File: src/rtl/mulby255_pkg.sv
// Shared types and constants for the byte-serial multiply-by-255 unit.
// Operand byte selection helper is common to the datapath byte mux.
package mulby255_pkg;

  localparam int BUS_W  = 16;
  localparam int OP_W   = 2 * BUS_W;
  localparam int RES_W  = OP_W + 8;
  localparam int NBYTES = 5;

  localparam logic [1:0] SEL_LSB = 2'd0;
  localparam logic [1:0] SEL_MID = 2'd1;
  localparam logic [1:0] SEL_TOP = 2'd2;

  typedef enum logic [1:0] {
    IDLE = 2'd0,
    CALC = 2'd1,
    DONE = 2'd2
  } state_t;

  // Byte i of the operand; indices past the top byte read as zero.
  function automatic logic [7:0] op_byte(input logic [OP_W-1:0] op, input logic [2:0] idx);
    logic [7:0] b;
    case (idx)
      3'd0:    b = op[7:0];
      3'd1:    b = op[15:8];
      3'd2:    b = op[23:16];
      3'd3:    b = op[31:24];
      default: b = 8'h00;
    endcase
    return b;
  endfunction

endpackage

File: src/rtl/mulby255_sub8_borrow.sv
// Combinational 8-bit subtractor with borrow in/out: {bout, d} = a - b - bin.
module sub8_borrow (
  input  logic [7:0] a,
  input  logic [7:0] b,
  input  logic       bin,
  output logic [7:0] d,
  output logic       bout
);

  assign {bout, d} = {1'b0, a} - {1'b0, b} - {8'h00, bin};

endmodule

File: src/rtl/mulby255.sv
// Exact X*255 as (X<<8) - X, one result byte per clock through a borrow chain.
// 16-bit load/start/select bus protocol shared with the divide-by-255 block.
module mulby255
  import mulby255_pkg::*;
(
  input  logic             clk,
  input  logic             rst,
  input  logic [BUS_W-1:0] x,
  input  logic             ld_msb,
  input  logic             ld_lsb,
  input  logic             start,
  input  logic [1:0]       sel,
  output logic [BUS_W-1:0] y,
  output logic             busy,
  output logic             done
);

  localparam logic [2:0] LAST_IDX = 3'(NBYTES - 1);

  state_t           state;
  logic [OP_W-1:0]  op_x;
  logic [RES_W-1:0] prod;
  logic             borrow;
  logic [2:0]       byte_idx;

  logic [7:0] a_byte;
  logic [7:0] b_byte;
  logic [7:0] diff;
  logic       bout;

  // Byte mux: minuend is the shifted operand (byte i-1), subtrahend is byte i.
  always_comb begin
    a_byte = 8'h00;
    b_byte = op_byte(op_x, byte_idx);
    if (byte_idx == 3'd0) begin
      a_byte = 8'h00;
    end else begin
      a_byte = op_byte(op_x, byte_idx - 3'd1);
    end
  end

  sub8_borrow u_sub (
    .a    (a_byte),
    .b    (b_byte),
    .bin  (borrow),
    .d    (diff),
    .bout (bout)
  );

  // Control FSM plus operand, result and flag registers.
  always_ff @(posedge clk or negedge rst) begin
    if (!rst) begin
      state    <= IDLE;
      op_x     <= '0;
      prod     <= '0;
      borrow   <= 1'b0;
      byte_idx <= 3'd0;
      busy     <= 1'b0;
      done     <= 1'b0;
    end else begin
      case (state)
        IDLE, DONE: begin
          if (ld_msb || ld_lsb) begin
            if (ld_msb) op_x[OP_W-1:BUS_W] <= x;
            if (ld_lsb) op_x[BUS_W-1:0]    <= x;
            done  <= 1'b0;
            state <= IDLE;
          end else if (start) begin
            prod     <= '0;
            byte_idx <= 3'd0;
            borrow   <= 1'b0;
            done     <= 1'b0;
            busy     <= 1'b1;
            state    <= CALC;
          end else begin
            state <= state;
          end
        end
        CALC: begin
          case (byte_idx)
            3'd0:    prod[7:0]   <= diff;
            3'd1:    prod[15:8]  <= diff;
            3'd2:    prod[23:16] <= diff;
            3'd3:    prod[31:24] <= diff;
            3'd4:    prod[39:32] <= diff;
            default: prod        <= prod;
          endcase
          borrow <= bout;
          if (byte_idx == LAST_IDX) begin
            busy  <= 1'b0;
            done  <= 1'b1;
            state <= DONE;
          end else begin
            byte_idx <= byte_idx + 3'd1;
          end
        end
        default: begin
          busy  <= 1'b0;
          done  <= 1'b0;
          state <= IDLE;
        end
      endcase
    end
  end

  // Read-back slice; partial bytes are visible while busy.
  always_comb begin
    y = 16'h0000;
    case (sel)
      SEL_LSB: y = prod[15:0];
      SEL_MID: y = prod[31:16];
      SEL_TOP: y = {8'h00, prod[39:32]};
      default: y = 16'h0000;
    endcase
  end

endmodule

File: config.mk
export PLATFORM = sky130hd
export DESIGN_NAME = mulby255
export DESIGN_NICKNAME = d
export VERILOG_FILES = /design/src/rtl/mulby255_pkg.sv /design/src/rtl/mulby255_sub8_borrow.sv /design/src/rtl/mulby255.sv
export SDC_FILE = /design/constraint.sdc
export NUM_CORES = 1
export LEC_CHECK = 0
export ABC_AREA = 1
export BUFFER_PORTS_ARGS = -buffer_cell sky130_fd_sc_hd__buf_4
export CAP_MARGIN = 40
export CORE_ASPECT_RATIO = 0.8
export CORE_MARGIN = 4
export CORE_UTILIZATION = 61
export CTS_CLUSTER_DIAMETER = 60
export DETAILED_ROUTE_END_ITERATION = 16
export PLACE_DENSITY = 0.86
export SYNTH_ARGS = -nofsm -noshare
export SYNTH_HDL_FRONTEND = slang
export SYNTH_SLANG_ARGS = --single-unit
File: constraint.sdc
create_clock -name clk -period 5.75 [get_ports clk]
set_input_delay 0.575 -clock clk [delete_from_list [all_inputs] [get_ports clk]]
set_output_delay 0.575 -clock clk [all_outputs]
set_load 0.02 [all_outputs]
==> results of run 1 <==
==> cell families after synthesis <==
family | Yosys count | share of synthesized area
AO/OA/AOI/OAI | 136 | 0.193
adder cells (fa/ha/maj) | 20 | 0.0607
buffers and inverters | 116 | 0.105
flip-flops | 79 | 0.452
AND/OR/NAND/NOR | 185 | 0.188
==> Yosys cell counts (2+ instances only) <==
| master | n | area share |
|---|---|---|
| inv_2 | 5 | 0.0043 |
| ha_1 | 18 | 0.052 |
| nand2_4 | 3 | 0.0077 |
| a221oi_1 | 2 | 0.0040 |
| a21oi_1 | 7 | 0.0080 |
| o21ai_2 | 9 | 0.018 |
| a221o_1 | 4 | 0.0092 |
| o21ai_1 | 13 | 0.015 |
| nor2_4 | 2 | 0.0052 |
| dfrtp_1 | 79 | 0.45 |
| nand3_1 | 14 | 0.016 |
| nand2_2 | 6 | 0.0086 |
| nor2_1 | 18 | 0.015 |
| a21oi_2 | 2 | 0.0040 |
| clkbuf_1 | 8 | 0.0069 |
| a22o_1 | 6 | 0.012 |
| nand3_2 | 3 | 0.0069 |
| o21ai_0 | 65 | 0.074 |
| o2111ai_1 | 4 | 0.0080 |
| o221ai_1 | 4 | 0.0080 |
| buf_2 | 2 | 0.0023 |
| buf_1 | 2 | 0.0017 |
| inv_1 | 95 | 0.082 |
| or2_2 | 3 | 0.0043 |
| o22ai_1 | 13 | 0.019 |
| nand4_1 | 6 | 0.0086 |
| o211ai_1 | 5 | 0.0086 |
| fa_1 | 2 | 0.0092 |
| nand2_1 | 127 | 0.11 |
| buf_6 | 2 | 0.0052 |
==> how the worst min path moves through the flow <==
stage	from	to	cells past startpoint
after global placement	prod[35]$_DFFE_PN0P_	prod[35]$_DFFE_PN0P_	2
after CTS	rst	byte_idx[0]$_DFFE_PN0P_	1
after detailed placement	prod[34]$_DFFE_PN0P_	prod[34]$_DFFE_PN0P_	2
after global routing	rst	op_x[17]$_DFFE_PN0P_	1
after floorplan	rst	borrow$_DFFE_PN0P_	0
final	rst	byte_idx[0]$_DFFE_PN0P_	1
==> layout make-up <==
cell class | instances | area [um2]
tap | 87 | 109
timing repair buffer | 44 | 365
clock inverter | 1 | 5.00
clock buffer | 14 | 153
inverter | 102 | 390
multi-input combinational | 341 | 1930
fill | 540 | 1990
sequential | 79 | 1980
==> state kept, by name (all words and copies together), names as in the netlist <==
| register | flops |
|---|---|
| prod | 40 |
| op_x | 32 |
| byte_idx | 3 |
| borrow | 1 |
| busy | 1 |
| done | 1 |
| state | 1 |
==> worst register-to-register path, delay by kind of cell (launching register included) <==
family,cells,cell delay [ns]
AOI/OAI and AO/OA,6,1.05
adders and majority gates,3,0.84
buffers and inverters,5,0.60
DFF,1,0.41
and+or+nand+nor,7,0.54
==> layer usage <==
metal  up-vias  part of all wire
li1       1823                 -
met1      1751              0.45
met2       137              0.48
met3        21             0.066
met4         0             0.012
met5         -                 0
==> cells in the final DEF (no fill, tap or decap), types with 7 or more instances in the layout <==
cell,n
buf_4,41
nand2_1,127
nand3_1,14
inv_1,95
o21ai_0,65
o21ai_1,13
clkbuf_8,10
o22ai_1,13
a21oi_1,7
dfrtp_1,79
o21ai_2,9
nor2_1,18
ha_1,18
==> per-stage QoR <==
| step | std cells | hold slack, ns | instance area (um2) | utilization |
|---|---|---|---|---|
| floorplan | 536 | 0.279 | 4370 | - |
| global placement | 649 | 0.466 | 4710 | 0.680 |
| detailed placement | 653 | 0.469 | 4770 | 0.689 |
| CTS | 668 | 0.180 | 4930 | 0.712 |
| global route | 668 | 0.201 | 4930 | 0.712 |
| finish | 668 | 0.171 | 4930 | 0.712 |
==> impl_metrics.env, run 1 <==
export IMPL_routedWlPerCell_um=14.5
export IMPL_status="complete, no violations"
export IMPL_cpPeakStageDelay_ns=0.41
export IMPL_final_setup_viol_count=0
export IMPL_ys_ff_latch=79
export IMPL_worst_path_stages=21
export IMPL_h_tree_depth=3
export IMPL_cp_slowest_cell="dfrtp_1"
export IMPL_critical_path_arrival_ns=3.76
export IMPL_path_clk_slew_ns=0.07
export IMPL_synthDistinctLibCells=37
export IMPL_crit_start="byte_idx[0]$_DFFE_PN0P_"
export IMPL_drtIter0Drc=255
export IMPL_synth_flop_cell="dfrtp_1"
export IMPL_criticalPathCategory="reg -> reg"
export IMPL_nets=620
export IMPL_worst_pin_slew_ns=0.646
export IMPL_worstReg2RegEnd="prod[38]$_DFFE_PN0P_"
export IMPL_async_flop_share=1.00
export IMPL_finalWirelength_um=9700
export IMPL_drt_pass1_iter_count=6
export IMPL_endpoint_kind="flip-flop"
export IMPL_max_cap_viol_count=0
export IMPL_place_hpwl_um=7220
export IMPL_design_die_area_um2=8590
export IMPL_grt_pass1_vias=3639
export IMPL_fmax_mhz=282
export IMPL_maxSlewViolCount=0
export IMPL_diodes=0
export IMPL_grt_setup_unrepaired="no"
export IMPL_port_buffers=40
export IMPL_syn_nets=579
export IMPL_cts_made_buffers=9
export IMPL_maxSlewHeadroom=0.569
export IMPL_crit_required_ns=5.96
export IMPL_reg2reg_depth=21
export IMPL_via_count=3732
export IMPL_num_rows=27
export IMPL_start_util=0.631
export IMPL_hold_violations=0
export IMPL_ys_seq_area_frac=0.452
export IMPL_drcViolationCount=0
export IMPL_r2r_setup_slack_ns=2.20
export IMPL_setup_slack_ns=2.20
export IMPL_postSynthCellCount=536
export IMPL_clk_insertion_delay_late_ns=0.34
export IMPL_grt_max_degree=48
export IMPL_hp_class="in -> async"
export IMPL_area_growth_pct=12.9
export IMPL_cts_root_buf="clkbuf_8"
export IMPL_path_buf_inv=5
export IMPL_coreArea_um2=6930
export IMPL_endpoint="prod[38]$_DFFE_PN0P_"
export IMPL_netlist_area_um2=4370
export IMPL_cp_common_cell="inv_1"
export IMPL_met1_usage=0.347
export IMPL_grt_pass1_wl_um=16900
export IMPL_critPathTopFamily="compound AO/OA/AOI/OAI gates"
export IMPL_met3_usage=0.0501
export IMPL_numClockSinks=79
export IMPL_post_cts_buffers=0
export IMPL_synth_edff_count=0
export IMPL_crit_fanout=6
export IMPL_fin_skew_ns=0.00387
export IMPL_yosys_warnings=0
export IMPL_overflow=0
export IMPL_syn_area_per_cell_um2=8.15
export IMPL_hold_buffers=0
export IMPL_ant_nets=0
export IMPL_ios=41
export IMPL_cts_tree="yes"
export IMPL_ctsResizeCount=0
export IMPL_gp_congestion=0.845
export IMPL_start_kind="flip-flop"
export IMPL_finalCritPeriodShare=0.617
export IMPL_die_y_um=83.7
export IMPL_layout_drive_gt1_share=0.160
export IMPL_place_ws_ns=2.25
export IMPL_fin_crit_ns=3.55
export IMPL_antenna_found_initial=0
export IMPL_cts_buffer_depth=2
export IMPL_path_cells="inv_1 > ha_1 > inv_1 > nand2_4 > nand2_4 > inv_1 > nor2_1 > inv_1 > o22ai_1 > a221oi_1 > nor2_1 > fa_1 > inv_1 > fa_1 > nand2_1 > a21oi_1 > nor2_1 > o21ai_1 > nand2_1 > o21ai_1 > o21ai_0"
export IMPL_drt_vias_per_instance=5.59
export IMPL_finalSetupTns_ns=0
export IMPL_r2r_start="byte_idx[0]$_DFFE_PN0P_"
export IMPL_grt_total_usage=0.245
export IMPL_busiest_layer="met2"
export IMPL_fp_dieW_um=103
export IMPL_grtUsageMet2=0.385
Power of run 1 is left out: the tool's default activity adds up to more than one toggle a clock period on the data nets, which glitch-free logic cannot reach.
==> run 2, diff against run 1 <==
--- a/config.mk
+++ b/config.mk
@@ -10,10 +10,10 @@
 export CAP_MARGIN = 40
 export CORE_ASPECT_RATIO = 0.8
 export CORE_MARGIN = 4
-export CORE_UTILIZATION = 61
+export CORE_UTILIZATION = 54
 export CTS_CLUSTER_DIAMETER = 60
 export DETAILED_ROUTE_END_ITERATION = 16
-export PLACE_DENSITY = 0.86
+export PLACE_DENSITY = 0.81
 export SYNTH_ARGS = -nofsm -noshare
 export SYNTH_HDL_FRONTEND = slang
 export SYNTH_SLANG_ARGS = --single-unit
==> constraint.sdc (replaced) <==
create_clock -name clk -period 3.2 [get_ports clk]
set_input_delay 0.32 -clock clk [delete_from_list [all_inputs] [get_ports clk]]
set_output_delay 0.32 -clock clk [all_outputs]
set_load 0.02 [all_outputs]
==> impl_metrics.env, run 2 (same netlist as run 1, synthesis figures left out) <==
export IMPL_grtUsageMet2=0.389
export IMPL_grt_pass1_vias=3902
export IMPL_overflow=0
export IMPL_r2r_setup_slack_ns=-0.12
export IMPL_reg_largest_list="prod (40), op_x (32), byte_idx (3)"
export IMPL_final_cells=716
export IMPL_violations="setup timing"
export IMPL_finalWirelength_um=11400
export IMPL_cts_tree="yes"
export IMPL_met3_usage=0.0503
export IMPL_ant_nets=0
export IMPL_criticalPathCategory="reg -> reg"
export IMPL_h_tree_depth=3
export IMPL_via_count=3993
export IMPL_antenna_found_initial=0
export IMPL_area_growth_pct=25.5
export IMPL_crit_start="byte_idx[1]$_DFFE_PN0P_"
export IMPL_drtIter0Drc=330
export IMPL_path_buf_inv=7
export IMPL_fin_skew_ns=0.00909
export IMPL_start_util=0.553
export IMPL_cts_root_buf="clkbuf_8"
export IMPL_met1_usage=0.306
export IMPL_path_clk_slew_ns=0.09
export IMPL_place_hpwl_um=7310
export IMPL_drt_vias_per_instance=5.58
export IMPL_worstReg2RegEnd="prod[12]$_DFFE_PN0P_"
export IMPL_numClockSinks=79
export IMPL_die_y_um=88.5
export IMPL_final_setup_viol_count=11
export IMPL_endpoint="prod[12]$_DFFE_PN0P_"
export IMPL_mostFrequentLayoutCells="nand2_1 (123), inv_1 (83), dfrtp_1 (79), buf_4 (65), o21ai_0 (63)"
export IMPL_hp_class="in -> reg"
export IMPL_regMostFlops="prod"
export IMPL_place_inst=691
export IMPL_hold_violations=0
export IMPL_max_cap_viol_count=0
export IMPL_grt_max_degree=41
export IMPL_layout_drive_gt1_share=0.278
export IMPL_coreArea_um2=7910
export IMPL_crit_fanout=5
export IMPL_gp_congestion=0.934
export IMPL_clk_insertion_delay_late_ns=0.36
export IMPL_grt_total_usage=0.238
export IMPL_cts_made_buffers=9
export IMPL_path_cells="inv_2 > ha_4 > inv_4 > nand2_4 > nand2_4 > inv_6 > nor2_4 > inv_2 > o22ai_2 > a221oi_2 > nor2_1 > fa_2 > inv_2 > fa_2 > nand2_2 > a21oi_2 > inv_1 > o21ai_0 > nor2_1 > buf_4 > nand2_1 > o21ai_0"
export IMPL_diodes=0
export IMPL_grt_setup_unrepaired="yes"
export IMPL_cp_slowest_cell="fa_2"
export IMPL_cpPeakStageDelay_ns=0.43
export IMPL_place_ws_ns=-0.0815
export IMPL_r2r_start="byte_idx[1]$_DFFE_PN0P_"
export IMPL_num_rows=29
export IMPL_nets=646
export IMPL_maxSlewViolCount=0
export IMPL_port_buffers=40
export IMPL_worst_pin_slew_ns=0.597
export IMPL_critPathTopFamily="adder cells"
export IMPL_fin_crit_ns=3.32
export IMPL_design_die_area_um2=9610
export IMPL_fillers=612
export IMPL_cp_common_cell="inv_2"
export IMPL_multi_input_area_um2=2150
export IMPL_final_util=0.693
export IMPL_ios=41
export IMPL_routedWlPerCell_um=15.9
export IMPL_placed_area_um2=4930
export IMPL_drcViolationCount=0
export IMPL_status="finished with violations"
export IMPL_regArea_um2=1980
export IMPL_cts_buffer_depth=2
export IMPL_crit_required_ns=3.43
export IMPL_design_area_um2=5480
export IMPL_grt_pass1_wl_um=17900
export IMPL_setup_slack_ns=-0.118
export IMPL_fp_dieW_um=109
export IMPL_fmax_mhz=301
export IMPL_worst_path_stages=22
export IMPL_critical_path_arrival_ns=3.55
export IMPL_reg2reg_depth=22
export IMPL_finalCritPeriodShare=1.04
export IMPL_busiest_layer="met2"
export IMPL_largest_register_ffs=40
export IMPL_endpoint_kind="flip-flop"
export IMPL_drt_pass1_iter_count=5
export IMPL_start_kind="flip-flop"
export IMPL_maxSlewHeadroom=0.600
export IMPL_final_common_cell="nand2_1"
==> run 2: worst reg2reg max path: stages (launching register included) <==
cell and delay, ns:
dfrtp_1 0.42, inv_2 0.10, ha_4 0.17, inv_4 0.04, nand2_4 0.06, nand2_4 0.06
inv_6 0.09, nor2_4 0.05, inv_2 0.07, o22ai_2 0.06, a221oi_2 0.19, nor2_1 0.13
fa_2 0.43, inv_2 0.07, fa_2 0.21, nand2_2 0.08, a21oi_2 0.17, inv_1 0.09
o21ai_0 0.27, nor2_1 0.12, buf_4 0.17, nand2_1 0.06, o21ai_0 0.09
==> run 2: per-layer routing <==
metal | vias up | part of all wire
li1 | 1877 | -
met1 | 1886 | 0.42
met2 | 182 | 0.49
met3 | 48 | 0.064
met4 | 0 | 0.033
met5 | - | 0
==> run 2: metrics by stage <==
step,setup TNS (ns),hold slack (ns)
4_1_cts,0,0.207
5_1_grt,-3.39,0.222
2_1_floorplan,0,0.0244
3_3_place_gp,-0.00343,0.464
3_5_place_dp,-0.495,0.330
6_report,-0.921,0.219
==> run 2: cell type report <==
| cell class | count | share of cell area |
|---|---|---|
| Tap cell | 108 | 0.0246 |
| Timing Repair Buffer | 70 | 0.104 |
| Clock inverter | 6 | 0.0212 |
| Clock buffer | 10 | 0.0251 |
| Inverter | 102 | 0.0730 |
| Sequential cell | 79 | 0.360 |
| Multi-Input combinational cell | 341 | 0.391 |
==> run 2: worst min-delay path by stage <==
stage | from | slack, ns | depth (start not counted) | endpoint
after floorplan | rst | 0.02 | 0 | borrow$_DFFE_PN0P_
final | x[5] | 0.22 | 3 | op_x[5]$_DFFE_PN0P_
after detailed placement | rst | 0.33 | 1 | prod[8]$_DFFE_PN0P_
after global routing | x[4] | 0.22 | 3 | op_x[4]$_DFFE_PN0P_
after CTS | x[5] | 0.21 | 3 | op_x[5]$_DFFE_PN0P_
after global placement | prod[36]$_DFFE_PN0P_ | 0.46 | 2 | prod[36]$_DFFE_PN0P_
==> run 2: what timing repair did <==
item                                    4_1_cts  5_1_grt
buffers inserted                              1        8
gates resized for setup                      17       48
hold buffers                                  1        0
pin swaps                                     5       18
endpoints found under the setup margin       18       31
hold endpoints to repair                     39        0
Power of run 2 is left out for the same reason.
==> run 3, diff against run 2 <==
==> constraint.sdc (replaced) <==
create_clock -name clk -period 2.7 [get_ports clk]
set_input_delay 0.27 -clock clk [delete_from_list [all_inputs] [get_ports clk]]
set_output_delay 0.27 -clock clk [all_outputs]
set_load 0.02 [all_outputs]
==> impl_metrics.env, run 3 (same netlist as run 1, synthesis figures left out) <==
export IMPL_status="finished with violations"
export IMPL_violations="setup timing"
export IMPL_grt_total_usage=0.265
export IMPL_hold_violations=0
export IMPL_diodes=0
export IMPL_worstReg2RegEnd="prod[29]$_DFFE_PN0P_"
export IMPL_hp_class="in -> reg"
export IMPL_fin_crit_ns=3.15
export IMPL_worstHoldStart="x[7]"
export IMPL_design_die_area_um2=9610
export IMPL_max_cap_viol_count=0
export IMPL_crit_start="byte_idx[0]$_DFFE_PN0P_"
export IMPL_place_hpwl_um=8120
export IMPL_start_kind="flip-flop"
export IMPL_port_buffers=40
export IMPL_drtIter0Drc=338
export IMPL_grt_setup_unrepaired="yes"
export IMPL_worst_pin_slew_ns=0.670
export IMPL_die_y_um=88.5
export IMPL_layout_drive_gt1_share=0.327
export IMPL_routedWlPerCell_um=16.5
export IMPL_drt_pass1_iter_count=5
export IMPL_crit_required_ns=2.98
export IMPL_nets=680
export IMPL_cts_made_buffers=9
export IMPL_path_clk_slew_ns=0.09
export IMPL_r2r_start="byte_idx[0]$_DFFE_PN0P_"
export IMPL_grt_pass1_vias=4175
export IMPL_endpoint_kind="flip-flop"
export IMPL_final_cells=750
export IMPL_start_util=0.553
export IMPL_finalCritPeriodShare=1.17
export IMPL_coreArea_um2=7910
export IMPL_final_common_cell="nand2_1"
export IMPL_numClockSinks=79
export IMPL_cts_tree="yes"
export IMPL_fin_skew_ns=0.0116
export IMPL_crit_fanout=5
export IMPL_criticalPathCategory="reg -> reg"
export IMPL_clk_insertion_delay_late_ns=0.37
export IMPL_grt_pass1_wl_um=19800
export IMPL_drcViolationCount=0
export IMPL_area_growth_pct=31.5
export IMPL_maxSlewViolCount=0
export IMPL_critical_path_arrival_ns=3.43
export IMPL_place_ws_ns=-0.487
export IMPL_reg2reg_depth=16
export IMPL_fp_dieW_um=109
export IMPL_h_tree_depth=3
export IMPL_ios=41
export IMPL_regMostFlops="prod"
export IMPL_fmax_mhz=318
export IMPL_placed_area_um2=5170
export IMPL_via_count=4226
export IMPL_whs_endpoint="op_x[7]$_DFFE_PN0P_"
export IMPL_drt_vias_per_instance=5.63
export IMPL_gp_congestion=0.869
export IMPL_place_inst=715
export IMPL_antenna_found_initial=0
export IMPL_overflow=0
export IMPL_design_area_um2=5750
export IMPL_reg_largest_list="prod (40), op_x (32), byte_idx (3)"
export IMPL_finalSetupTns_ns=-11.45
export IMPL_grt_max_degree=56
export IMPL_maxSlewHeadroom=0.552
export IMPL_r2r_setup_slack_ns=-0.45
export IMPL_cts_buffer_depth=2
export IMPL_setup_slack_ns=-0.449
export IMPL_largest_register_ffs=40
export IMPL_holdPathStages=3
export IMPL_cts_root_buf="clkbuf_8"
export IMPL_ant_nets=0
export IMPL_num_rows=29
export IMPL_mostFrequentLayoutCells="nand2_1 (124), buf_4 (99), inv_1 (80), dfrtp_1 (79), o21ai_0 (56)"
export IMPL_finalWirelength_um=12400
export IMPL_final_setup_viol_count=36
## run 3: changes by cell type in the layout (fill, tap and decap cells not counted), sizes merged
cell	change
inv	+2
bufinv	-2
clkinv	-1
buf	+34
clkinvlp	+2
clkbuf	-1
## run 3: routing by layer
metal  wire length, um  track usage  vias to the layer above
li1                  -            -                     1958
met1              5010        0.323                     2059
met2              6190        0.454                      166
met3               720       0.0627                       43
met4               442        0.119                        0
met5                 0            0                        -
## run 3: cell type report
cell class                      instances  area (um2)
Inverter                              102         398
Sequential cell                        79        1980
Clock inverter                          7        80.1
Clock buffer                            9         124
Tap cell                              108         135
Fill cell                             558        2160
Multi-Input combinational cell        341        2210
Timing Repair Buffer                  104         822
## run 3: how the worst max path moves through the flow
stage	end	slack, ns	cells after the start
2_1_floorplan	prod[14]$_DFFE_PN0P_	-0.15	22
3_3_place_gp	prod[14]$_DFFE_PN0P_	-0.33	21
3_5_place_dp	prod[7]$_DFFE_PN0P_	-0.49	21
4_1_cts	prod[30]$_DFFE_PN0P_	-0.30	22
5_1_grt	prod[22]$_DFFE_PN0P_	-0.60	22
6_report	prod[29]$_DFFE_PN0P_	-0.45	16
## run 3: stage by stage
stage | hold slack (ns) | util
6_report | 0.170 | 0.727
4_1_cts | 0.168 | 0.706
3_5_place_dp | 0.206 | 0.653
2_1_floorplan | -0.0256 | -
3_3_place_gp | 0.463 | 0.646
5_1_grt | 0.182 | 0.727
## run 3: worst max-delay path, cell delays in order (launching register included)
cell      delay (ns)
dfrtp_1         0.41
buf_4           0.15
ha_1            0.22
ha_2            0.21
inv_4           0.10
o22ai_1         0.10
a221o_1         0.30
ha_1            0.31
inv_2           0.05
ha_4            0.26
nand2_2         0.09
nor2_1          0.06
a211oi_2        0.26
nand2_4         0.11
a21oi_2         0.15
o21ai_2         0.11
o21ai_1         0.16
## run 3: repair_timing
item	4_1_cts	5_1_grt
hold endpoints to repair	24	0
pin swaps	21	21
endpoints found under the setup margin	36	36
hold buffers	1	0
gates resized for setup	36	20
setup buffers	7	12
Power of run 3 is left out for the same reason.
